$ cat src/rtl/gf_horner_16_pkg.sv
// Shared constants for the GF(2^16) Horner evaluator: field width,
// reduction polynomial, FSM state encoding and a field doubling helper.
package gf_horner_16_pkg;

  localparam int GF16_W = 16;

  // Low 16 bits of the reduction polynomial x^16 + x^12 + x^3 + x + 1.
  localparam logic [GF16_W-1:0] GF16_POLY = 16'h100B;

  // Bit-serial multiplier iteration counter width (counts 16 down to 0).
  localparam int MUL_CNT_W = 5;

  localparam logic [2:0] S_IDLE = 3'd0;
  localparam logic [2:0] S_LOAD = 3'd1;
  localparam logic [2:0] S_MUL  = 3'd2;
  localparam logic [2:0] S_WAIT = 3'd3;
  localparam logic [2:0] S_ACC  = 3'd4;
  localparam logic [2:0] S_DONE = 3'd5;

  // Multiply a field element by x and reduce modulo the field polynomial.
  function automatic logic [GF16_W-1:0] gf16_xtime(input logic [GF16_W-1:0] a);
    return {a[GF16_W-2:0], 1'b0} ^ (a[GF16_W-1] ? GF16_POLY : '0);
  endfunction

endpackage

$ cat src/rtl/gf_mul_16.sv
// Bit-serial GF(2^16) multiplier, MSB-first shift-and-add.
// A start accepted while idle produces o_done 17 cycles later (start
// cycle to done cycle); o_p holds the product until the next start.
module gf_mul_16
  import gf_horner_16_pkg::*;
(
  input  logic              i_clk,
  input  logic              i_rst,
  input  logic              i_start,
  input  logic [GF16_W-1:0] i_x,
  input  logic [GF16_W-1:0] i_y,
  output logic [GF16_W-1:0] o_p,
  output logic              o_done
);

  logic [GF16_W-1:0]    r_a;
  logic [GF16_W-1:0]    r_b;
  logic [GF16_W-1:0]    r_p;
  logic [MUL_CNT_W-1:0] r_cnt;
  logic                 r_busy;
  logic                 r_done;

  // Capture operands on start, then fold in one bit of i_y per cycle.
  always_ff @(posedge i_clk or posedge i_rst) begin
    if (i_rst) begin
      r_a    <= '0;
      r_b    <= '0;
      r_p    <= '0;
      r_cnt  <= '0;
      r_busy <= 1'b0;
      r_done <= 1'b0;
    end else begin
      r_done <= 1'b0;
      if (r_busy) begin
        r_p   <= gf16_xtime(r_p) ^ (r_b[GF16_W-1] ? r_a : '0);
        r_b   <= {r_b[GF16_W-2:0], 1'b0};
        r_cnt <= r_cnt - 1'b1;
        if (r_cnt == MUL_CNT_W'(1)) begin
          r_busy <= 1'b0;
          r_done <= 1'b1;
        end
      end else if (i_start) begin
        r_a    <= i_x;
        r_b    <= i_y;
        r_p    <= '0;
        r_cnt  <= MUL_CNT_W'(GF16_W);
        r_busy <= 1'b1;
      end
    end
  end

  assign o_p    = r_p;
  assign o_done = r_done;

endmodule

$ cat src/rtl/gf_horner_16.sv
// Evaluates P(x) = sum c[k]*x^k over GF(2^16) by Horner's rule, reading
// coefficients from an external one-cycle-latency memory and using a
// single shared multiplier whose latency the FSM simply waits out.
//
// state  | meaning
// IDLE   | waiting for i_start; read of c[d] issued on accept
// LOAD   | c[d] arrives, becomes the accumulator
// MUL    | start acc*x, issue read of c[k]
// WAIT   | latch c[k], wait for the product
// ACC    | acc = product ^ c[k]; next k or finish
// DONE   | o_y valid, o_done pulse
module gf_horner_16
  import gf_horner_16_pkg::*;
#(
  parameter int N_COEF = 256,
  parameter int ADDR_W = $clog2(N_COEF)
) (
  input  logic              i_clk,
  input  logic              i_rst,
  input  logic              i_start,
  input  logic [GF16_W-1:0] i_x,
  input  logic [ADDR_W-1:0] i_deg,
  output logic [ADDR_W-1:0] o_coef_addr,
  output logic              o_coef_rd_en,
  input  logic [GF16_W-1:0] i_coef,
  output logic [GF16_W-1:0] o_y,
  output logic              o_done,
  output logic              o_busy
);

  logic [2:0]        r_state;
  logic [GF16_W-1:0] r_x;
  logic [ADDR_W-1:0] r_d;
  logic [ADDR_W-1:0] r_k;
  logic [GF16_W-1:0] r_acc;
  logic [GF16_W-1:0] r_ck;
  logic [GF16_W-1:0] r_y;
  logic              r_rd_q;

  logic              w_accept;
  logic              w_mul_start;
  logic              w_mul_done;
  logic [GF16_W-1:0] w_prod;

  // Reset gating keeps the read strobe and address at zero while reset is held.
  assign w_accept    = (r_state == S_IDLE) && i_start && !i_rst;
  assign w_mul_start = (r_state == S_MUL);

  // Read strobe/address: c[d] on accept, c[k] alongside each multiply.
  always_comb begin
    o_coef_rd_en = w_accept || w_mul_start;
    o_coef_addr  = '0;
    if (w_accept)
      o_coef_addr = i_deg;
    else if (w_mul_start)
      o_coef_addr = r_k;
  end

  // Remember that a read was issued last cycle so WAIT knows when c[k] lands.
  always_ff @(posedge i_clk or posedge i_rst) begin
    if (i_rst)
      r_rd_q <= 1'b0;
    else
      r_rd_q <= o_coef_rd_en;
  end

  // Horner sequencing; o_y is loaded on entry to DONE so it is valid with o_done.
  always_ff @(posedge i_clk or posedge i_rst) begin
    if (i_rst) begin
      r_state <= S_IDLE;
      r_x     <= '0;
      r_d     <= '0;
      r_k     <= '0;
      r_acc   <= '0;
      r_ck    <= '0;
      r_y     <= '0;
    end else begin
      case (r_state)
        S_IDLE: begin
          if (i_start) begin
            r_x     <= i_x;
            r_d     <= i_deg;
            r_state <= S_LOAD;
          end
        end
        S_LOAD: begin
          r_acc <= i_coef;
          if (r_d == '0) begin
            r_y     <= i_coef;
            r_state <= S_DONE;
          end else begin
            r_k     <= r_d - 1'b1;
            r_state <= S_MUL;
          end
        end
        S_MUL: begin
          r_state <= S_WAIT;
        end
        S_WAIT: begin
          if (r_rd_q)
            r_ck <= i_coef;
          if (w_mul_done)
            r_state <= S_ACC;
        end
        S_ACC: begin
          r_acc <= w_prod ^ r_ck;
          if (r_k == '0) begin
            r_y     <= w_prod ^ r_ck;
            r_state <= S_DONE;
          end else begin
            r_k     <= r_k - 1'b1;
            r_state <= S_MUL;
          end
        end
        S_DONE: begin
          r_state <= S_IDLE;
        end
        default: begin
          r_state <= S_IDLE;
        end
      endcase
    end
  end

  gf_mul_16 u_mul (
    .i_clk   (i_clk),
    .i_rst   (i_rst),
    .i_start (w_mul_start),
    .i_x     (r_acc),
    .i_y     (r_x),
    .o_p     (w_prod),
    .o_done  (w_mul_done)
  );

  assign o_y    = r_y;
  assign o_done = (r_state == S_DONE);
  assign o_busy = (r_state != S_IDLE);

endmodule

$ cat config.mk
export PLATFORM = sky130hd
export DESIGN_NAME = gf_horner_16
export DESIGN_NICKNAME = d
export VERILOG_FILES = /design/src/rtl/gf_horner_16_pkg.sv /design/src/rtl/gf_mul_16.sv /design/src/rtl/gf_horner_16.sv
export SDC_FILE = /design/constraint.sdc
export NUM_CORES = 1
export LEC_CHECK = 0
export ABC_AREA = 0
export BUFFER_PORTS_ARGS = -buffer_cell sky130_fd_sc_hd__buf_2
export CAP_MARGIN = 20
export CORE_MARGIN = 2
export CORE_UTILIZATION = 59
export CTS_CLUSTER_DIAMETER = 40
export CTS_CLUSTER_SIZE = 30
export DETAILED_ROUTE_END_ITERATION = 12
export PLACE_DENSITY = 0.87
export SLEW_MARGIN = 10
export SYNTH_ARGS = -nofsm -noshare
export SYNTH_HDL_FRONTEND = slang
export SYNTH_SLANG_ARGS = --single-unit
$ cat constraint.sdc
create_clock -name i_clk -period 8.7 [get_ports i_clk]
set_input_delay 1.74 -clock i_clk [delete_from_list [all_inputs] [get_ports i_clk]]
set_output_delay 1.74 -clock i_clk [all_outputs]
set_load 0.05 [all_outputs]
; After elaboration in Yosys (flattened, before gate mapping)
; Index checks and enable logic that the tools add are counted.
; W data, S select, Z words.
[totals]
out_inout_bits = 27
register_bits = 139
[classes]
n_eq_ne = 12
bitwise = 4
addsub = 3
n_mux = 27
reduce_logical = 16
[op_table]
columns = cell, n
row1 = $mux W16, 7
row2 = $pmux W16 S2, 2
row3 = $xor A16 B16 Y16, 3
row4 = $mux W8, 4
row5 = $logic_not A8 Y1, 2
row6 = $pmux W8 S2, 1
row7 = $sub A8 B1 Y8 const B, 2
row8 = $pmux W3 S5, 1
row9 = $mux W13, 1
row10 = $mux W3, 4
row11 = $mux W5, 2
row12 = $ne A2 B2 Y1 const B, 5
row13 = $reduce_and A2 Y1, 4
row14 = $eq A3 B2 Y1 const B, 2
row15 = $eq A3 B3 Y1 const B, 2
row16 = $reduce_and A3 Y1, 2
row17 = $eq A5 B1 Y1 const B, 1
row18 = $mux W1, 5
row19 = $sub A5 B1 Y5 const B, 1
row20 = $reduce_bool A2 Y1, 2
row21 = $eq A3 B1 Y1 const B, 1
row22 = $logic_not A3 Y1, 1
row23 = $reduce_bool A3 Y1, 1
row24 = $logic_and A1 B1 Y1, 2
row25 = 4 further kinds, 4

; Longest topological paths before layout
; Gate-level depths: netlist (run 1).
[depth]
word_depth = 4
mapped_depth = 12
ltp_nobuf = 8

; Hierarchy
; From an unflattened synthesis (run 1), not the netlist that was laid out.
[hier_totals]
cells_unflattened = 599
hier_area_um2 = 6587.6
[modules_own_cells]
columns = mod, seq_area_each_um2, area_each_um2, instances, cells_each
row1 = gf_horner_16, 2102.0, 3962.6, 1, 372
row2 = gf_mul_16, 1376.3, 2625.0, 1, 227

; Least setup slack after synthesis (run 1)
; No wires, ideal clock.
[synth_timing]
path_type = input to output
start = input i_rst
end = output o_coef_addr[1]
path_buffers = 1
setup_slack_ns = 1.057
required_time_ns = 6.960
t_arrival_ns = 5.903
stages = 5
path_cell_list = inv_1 > and3_1 > clkbuf_1 > nand2_1 > o21ai_0
[synth_between]
elab_chain_cells = 3
[synth_rtl]
columns = item, line_no
row1 = start: declaration, gf_horner_16.sv:19  ; input logic i_rst,
row2 = $logic_not A1 Y1 (no source line), --
row3 = $logic_and A1 B1 Y1, gf_horner_16.sv:46  ; assign w_accept = (r_state == S_IDLE) && i_start && !i_rst;
row4 = $mux W8, gf_horner_16.sv:53  ; if (w_accept)
row5 = end: declaration, gf_horner_16.sv:23  ; output logic [ADDR_W-1:0] o_coef_addr,
; No other way between the ends.

; Worst setup path after layout (run 1)
; Ends and elaborated chain as after synthesis.

==> results of run 1 <==
per-stage QoR:
stage	cell area (um^2)	hold slack [ns]	total power, W	util, %
4_1_cts	7680	0.475	0.00308	70.5
3_5_place_dp	7030	0.467	0.00227	64.5
6_report	7740	0.477	0.00308	71.1
3_3_place_gp	7030	0.456	0.00220	64.5
2_1_floorplan	6640	0.436	0.00201	-
5_1_grt	7740	0.509	0.00326	71.1
layout make-up:
class | instances | area share, %
multi-input combinational | 424 | 38.2
clock inverter | 13 | 2.75
clock buffer | 19 | 5.70
tap | 140 | 2.26
sequential | 139 | 44.9
inverter | 7 | 0.404
timing repair buffer | 77 | 5.75
worst max-delay path: stages:
cell and delay, ns:
buf_2 0.12, inv_6 0.44, and3_1 0.51, nand2_1 0.11, o21ai_0 0.11, buf_2 0.30
registers in the layout (all words and copies together), names as in the netlist:
register	count
u_mul.o_done	1
u_mul.r_busy	1
r_k	8
r_state	3
r_ck	16
r_x	16
r_acc	16
u_mul.r_cnt	5
r_d	8
u_mul.o_p	16
u_mul.r_a	16
o_y	16
u_mul.r_b	16
r_rd_q	1
metal layers:
| layer | track usage, % | share of wire, % | vias up |
|---|---|---|---|
| met5 | 0 | 0 | - |
| met4 | 12.1 | 2.5 | 0 |
| met3 | 6.47 | 7.5 | 44 |
| met2 | 43.9 | 50 | 232 |
| met1 | 33.6 | 40 | 2480 |
| li1 | - | - | 2264 |
cell usage in the layout (no fill, tap or decap), types with 8 or more instances in the layout:
cell | synthesis | final
buf_2 | 15 | 69
nand2_1 | 96 | 96
dfrtp_1 | 139 | 138
clkbuf_16 | 0 | 16
o21ai_0 | 53 | 53
xnor2_1 | 32 | 32
o21ai_1 | 20 | 20
mux2i_1 | 39 | 39
nor2_1 | 8 | 8
nand3_1 | 21 | 21
a21boi_0 | 16 | 16
mux2_2 | 57 | 57
report_power, final:
group,leakage (nW),internal [W],switching (W)
Combinational,1.41,0.000468,0.000581
Sequential,1.69,0.000954,0.000292
Clock,0.311,0.000512,0.000278
Total,3.41,0.00193,0.00115
cell families after synthesis:
kind of cell | count (synthesis) | synth area share (%)
XOR/XNOR | 37 | 4.88
multiplexers | 96 | 15.6
buffers and inverters | 51 | 3.28
adder cells (fa/ha/maj) | 3 | 0.566
AND/OR/NAND/NOR | 165 | 11.9
AO/OA/AOI/OAI | 123 | 11.4
flip-flops | 139 | 52.4
worst max-delay path by stage:
stage,cells after the start,from,endpoint,slack [ns]
floorplan,5,i_rst,o_coef_addr[1],1.06
global placement,6,i_rst,o_coef_addr[5],3.66
detailed placement,6,i_rst,o_coef_addr[6],3.58
CTS,6,i_rst,o_coef_addr[6],3.58
global route,6,i_rst,o_coef_addr[1],3.43
finish,6,i_rst,o_coef_addr[1],3.59
==> impl_metrics.json, run 1 <==
{
  "post_cts_buffers": 0,
  "design.portCount": 70,
  "synth-edff-count": 0,
  "min-delay-path-class": "reg2reg",
  "synth_cells": 614,
  "worstSkewPairLatency_ns": 0.53,
  "die_w_um": 110,
  "rr_endpoint": "r_k[4]",
  "area.growth.synth_to_final_pct": 16.7,
  "synthTopCellsByArea": "dfrtp_1, mux2_2, mux2i_1, nand2_1, xnor2_1",
  "numPortBuffers": 69,
  "status": "completed",
  "ys_ff_latch": 139,
  "worst-endpoint-required_ns": 6.96,
  "post_cts_resized": 0,
  "syn-num-nets": 660,
  "final.period_utilization_pct": 58.7,
  "synthMostInstantiatedCell": "dfrtp_1",
  "cts.sink_count": 139,
  "floorplan.die_area_um2": 12100,
  "half_perimeter_wire_length_after_detailed_placement_um": 9490,
  "tritoncts": "yes",
  "grt.total_usage_pct": 26.7,
  "clock-root-buffer": "clkbuf_8",
  "cts_max_level": 4,
  "crit_path_max_fanout": 73,
  "finalWirelength_um": 15100,
  "drv.max_cap_violation_count": 0,
  "footprint_of_the_multi_input_gates_um2": 2960,
  "yosysTopAreaCell": "dfrtp_1",
  "synthesis.area_per_instance_um2": 10.8,
  "r2r_cells": 8,
  "vias_in_the_first_global_route": 5029,
  "setup.worst_path.start_class": "primary input",
  "synth_top_flop_cell": "dfrtp_1",
  "tritonroute_pass_1_iters": 6,
  "post_synth_most_frequent_cells": "dfrtp_1, nand2_1, mux2_2",
  "via_count": 5020,
  "layout.area.seq_um2": 3480,
  "worst_r2r_startpoint": "r_state[0]",
  "drt-initial-drc-count": 382,
  "whs_endpoint": "u_mul.o_done",
  "finalClockSkew_ns": 0.00676,
  "period_minus_slack_ns": 5.11,
  "fp.coreArea_um2": 10900,
  "post-place-ws_ns": 3.58,
  "number_of_hold_buffers_added_after_cts": 0,
  "timing_hold_violations_final": 0,
  "final_max_slew_viol_count": 0,
  "hold_wc_startpoint": "u_mul.r_cnt[4]",
  "synth_seq_area_share_pct": 52.4,
  "vdd_ir_drop_max_uv": 207,
  "wl_per_cell_um": 18.5,
  "rows": 38,
  "drive_gt1_share_pct": 26.1,
  "drc": 0,
  "global_route_wire_length_before_repair_um": 24400,
  "fin_ws_ns": 3.59,
  "number_of_antenna_violations_at_the_first_check_in_global_routing": 0,
  "slew-limit-headroom_pct": 26.4,
  "worst_hold_path.num_cells": 1,
  "clkTransAtPathRegs_ns": 0.06,
  "place_inst": 784,
  "timing_worst_setup_path_type": "in2out",
  "final-setup-viol-count": 0,
  "pwr_density_cell_nw_per_um2": 398,
  "setup_tns_ns": 0,
  "insertedDiodeCount": 0,
  "synthDistinctLibCells": 53,
  "leakage_nw": 3.41,
  "postRouteAntennaNets": 0,
  "worstMarginPinSlew_ns": 1.10,
  "asyncSetResetFlopFracSynth_pct": 100,
  "post_layout_nonfiller_instances": 819,
  "tritoncts.num_buffers": 17,
  "worst-endpoint-arrival_ns": 3.37,
  "critPathCaptureType": "primary output",
  "die_height_um": 110,
  "vias_per_cell": 6.13,
  "achievable-frequency_mhz": 196,
  "finalWeightedCongestion": 0.991,
  "yosysTopAreaCellShare_pct": 52.4,
  "final_net_count": 712,
  "initial_utilization_pct": 60.9,
  "n_fill_cell": 761,
  "ctsLongestPathBuffers": 2,
  "grt_overflow_total": 0,
  "unrepaired_setup_endpoints_after_global_routing": "false",
  "regToRegSetupSlack_ns": 5.46,
  "synth.cell_area_um2": 6640,
  "synthesis.yosys.warnings": 0,
  "maximum_number_of_pins_on_one_net_before_global_route_repair": 75
}
Note: power is estimated with default switching activity, not from simulation.
==> inputs of run 2 (changes only) <==
- ABC_AREA: 0 -> 1
- clock period: 8.7 -> 4.9 ns (I/O delays scaled with it)
==> run 2 against run 1 <==
Sequential share of layout area increased by 2.7 points. Clock power grew 51%. Flip-flop and latch count unchanged.
==> impl_metrics.json, run 2 <==
{
  "worst-endpoint-required_ns": 3.92,
  "combinational_family_with_the_most_area_after_synthesis": "simple AND/OR/NAND/NOR gates",
  "asyncSetResetFlopFracSynth_pct": 100,
  "synth_top_flop_cell": "dfrtp_1",
  "fp.coreArea_um2": 10400,
  "achievable-frequency_mhz": 248,
  "design.portCount": 70,
  "post_cts_buffers": 0,
  "cts_max_level": 4,
  "setup_tns_ns": 0,
  "initial_utilization_pct": 61.2,
  "synthDistinctLibCells": 34,
  "synthMostInstantiatedCell": "nand2_1",
  "half_perimeter_wire_length_after_detailed_placement_um": 10200,
  "leakage_nw": 3.62,
  "tritoncts": "yes",
  "drt-initial-drc-count": 373,
  "vdd_ir_drop_max_uv": 198,
  "cts.sink_count": 139,
  "finalClockSkew_ns": 0.00599,
  "number_of_hold_buffers_added_after_cts": 0,
  "drv.max_cap_violation_count": 0,
  "vias_in_the_first_global_route": 5304,
  "synth-xor-area-share_pct": 2.61,
  "status": "completed",
  "synth_cells": 713,
  "vias_per_cell": 5.76,
  "grt.total_usage_pct": 28.3,
  "synthSimpleGateAreaFrac_pct": 18.5,
  "insertedDiodeCount": 0,
  "yosysTopAreaCell": "dfrtp_1",
  "synth_area_in_compound_gates_pct": 12.8,
  "setup.worst_path.start_class": "flop",
  "final_net_count": 817,
  "post_cts_resized": 0,
  "worstSkewPairLatency_ns": 0.53,
  "synth.cell_area_um2": 6370,
  "post_synth_most_frequent_cells": "nand2_1, dfrtp_1, inv_1",
  "slew-limit-headroom_pct": 35.8,
  "finalWeightedCongestion": 0.992,
  "period_minus_slack_ns": 4.04,
  "pwr_density_cell_nw_per_um2": 395,
  "via_count": 5302,
  "synth_seq_area_share_pct": 54.6,
  "area.growth.synth_to_final_pct": 14.6,
  "synthesis.area_per_instance_um2": 8.94,
  "min-delay-path-class": "reg2reg",
  "worst-endpoint-arrival_ns": 3.06,
  "final_max_slew_viol_count": 0,
  "synthTopCellsByArea": "dfrtp_1, nand2_1, inv_1, o21ai_0, mux2_2",
  "rows": 37,
  "worstMarginPinSlew_ns": 0.961,
  "synth-edff-count": 0,
  "die_height_um": 108,
  "drc": 0,
  "layout.cells.most_common": "nand2_1",
  "numPortBuffers": 69,
  "synthesis.yosys.warnings": 0,
  "yosysTopAreaCellShare_pct": 54.6,
  "synth_adder_area_share_pct": 0.589,
  "clock-root-buffer": "clkbuf_8",
  "final-setup-viol-count": 0,
  "timing_hold_violations_final": 0,
  "tritonroute_pass_1_iters": 5,
  "ctsLongestPathBuffers": 2,
  "clkTransAtPathRegs_ns": 0.06,
  "final_cell_mix": "nand2_1, dfrtp_1, inv_1",
  "ys_ff_latch": 139,
  "final.period_utilization_pct": 82.4,
  "grt_overflow_total": 0,
  "wl_per_cell_um": 16.6,
  "postRouteAntennaNets": 0,
  "die_w_um": 108,
  "critPathCaptureType": "primary output",
  "maximum_number_of_pins_on_one_net_before_global_route_repair": 88,
  "drive_gt1_share_pct": 17.7,
  "number_of_antenna_violations_at_the_first_check_in_global_routing": 0,
  "syn-num-nets": 759,
  "holdWs_ns": 0.468,
  "crit_path_max_fanout": 26,
  "tritoncts.num_buffers": 17,
  "report.power.total_w": 0.00289,
  "timing_worst_setup_path_type": "reg2out",
  "floorplan.die_area_um2": 11700,
  "utilization_pct": 70.1,
  "synthMuxAreaShare_pct": 2.83,
  "global_route_wire_length_before_repair_um": 25200,
  "finalWirelength_um": 15200,
  "unrepaired_setup_endpoints_after_global_routing": "false"
}
## run 2: critical path, stage by stage, from the launching register on
cell and delay, ns:
dfrtp_1 0.57, inv_2 0.12, nand3_2 0.35, clkinv_1 0.62, nand2_1 0.47, o22ai_1 0.15
buf_2 0.24
## run 2: final cells by class
type	instances	area, um^2
Clock buffer	19	422
Clock inverter	13	128
Fill cell	754	3110
Inverter	89	338
Multi-Input combinational cell	452	2380
Sequential cell	139	3480
Tap cell	136	170
Timing Repair Buffer	72	388
## run 2: metal layers
metal / wire, um / vias to the layer above / global-route usage, %
met5: 0 / - / 0
met4: 360 / 0 / 12.5
met3: 758 / 30 / 5.49
met2: 7830 / 180 / 47.9
met1: 6300 / 2625 / 35.7
li1: - / 2467 / -
## run 2: stage by stage
stage               area (um^2)  setup WS, ns  std cells
global placement           6730          1.27        887
global route               7310         0.615        920
floorplan                  6380        -0.100        713
detailed placement         6730          1.09        887
CTS                        7280         0.900        919
finish                     7310         0.860        920
## run 2: cell families after synthesis
family | after synthesis
and+or+nand+nor | 280
DFF | 139
AOI/OAI and AO/OA | 134
buffers and inverters | 122
xor gates and xnor gates | 19
muxes | 16
adders and majority gates | 3
## run 2: final timing paths
| kind | to | slack, ns | startpoint | cells past startpoint |
|---|---|---|---|---|
| worst max-delay path | o_coef_addr[1] | 0.86 | r_state[2] | 6 |
| worst min-delay path | o_y[15] | 0.47 | o_y[15] | 2 |
| worst max register to register | u_mul.o_p[2] | 2.08 | u_mul.r_busy | 4 |
| worst min register to register | o_y[15] | 0.47 | o_y[15] | 2 |
| max in group asynchronous | r_d[7] | 3.03 | i_rst | 5 |
| min in group asynchronous | r_rd_q | 0.67 | i_rst | 3 |
## run 2: report_power, final
group / internal [W] / switching, W
logic: 0.000142 / 0.000173
registers: 0.00130 / 0.0000806
clock network: 0.000717 / 0.000474
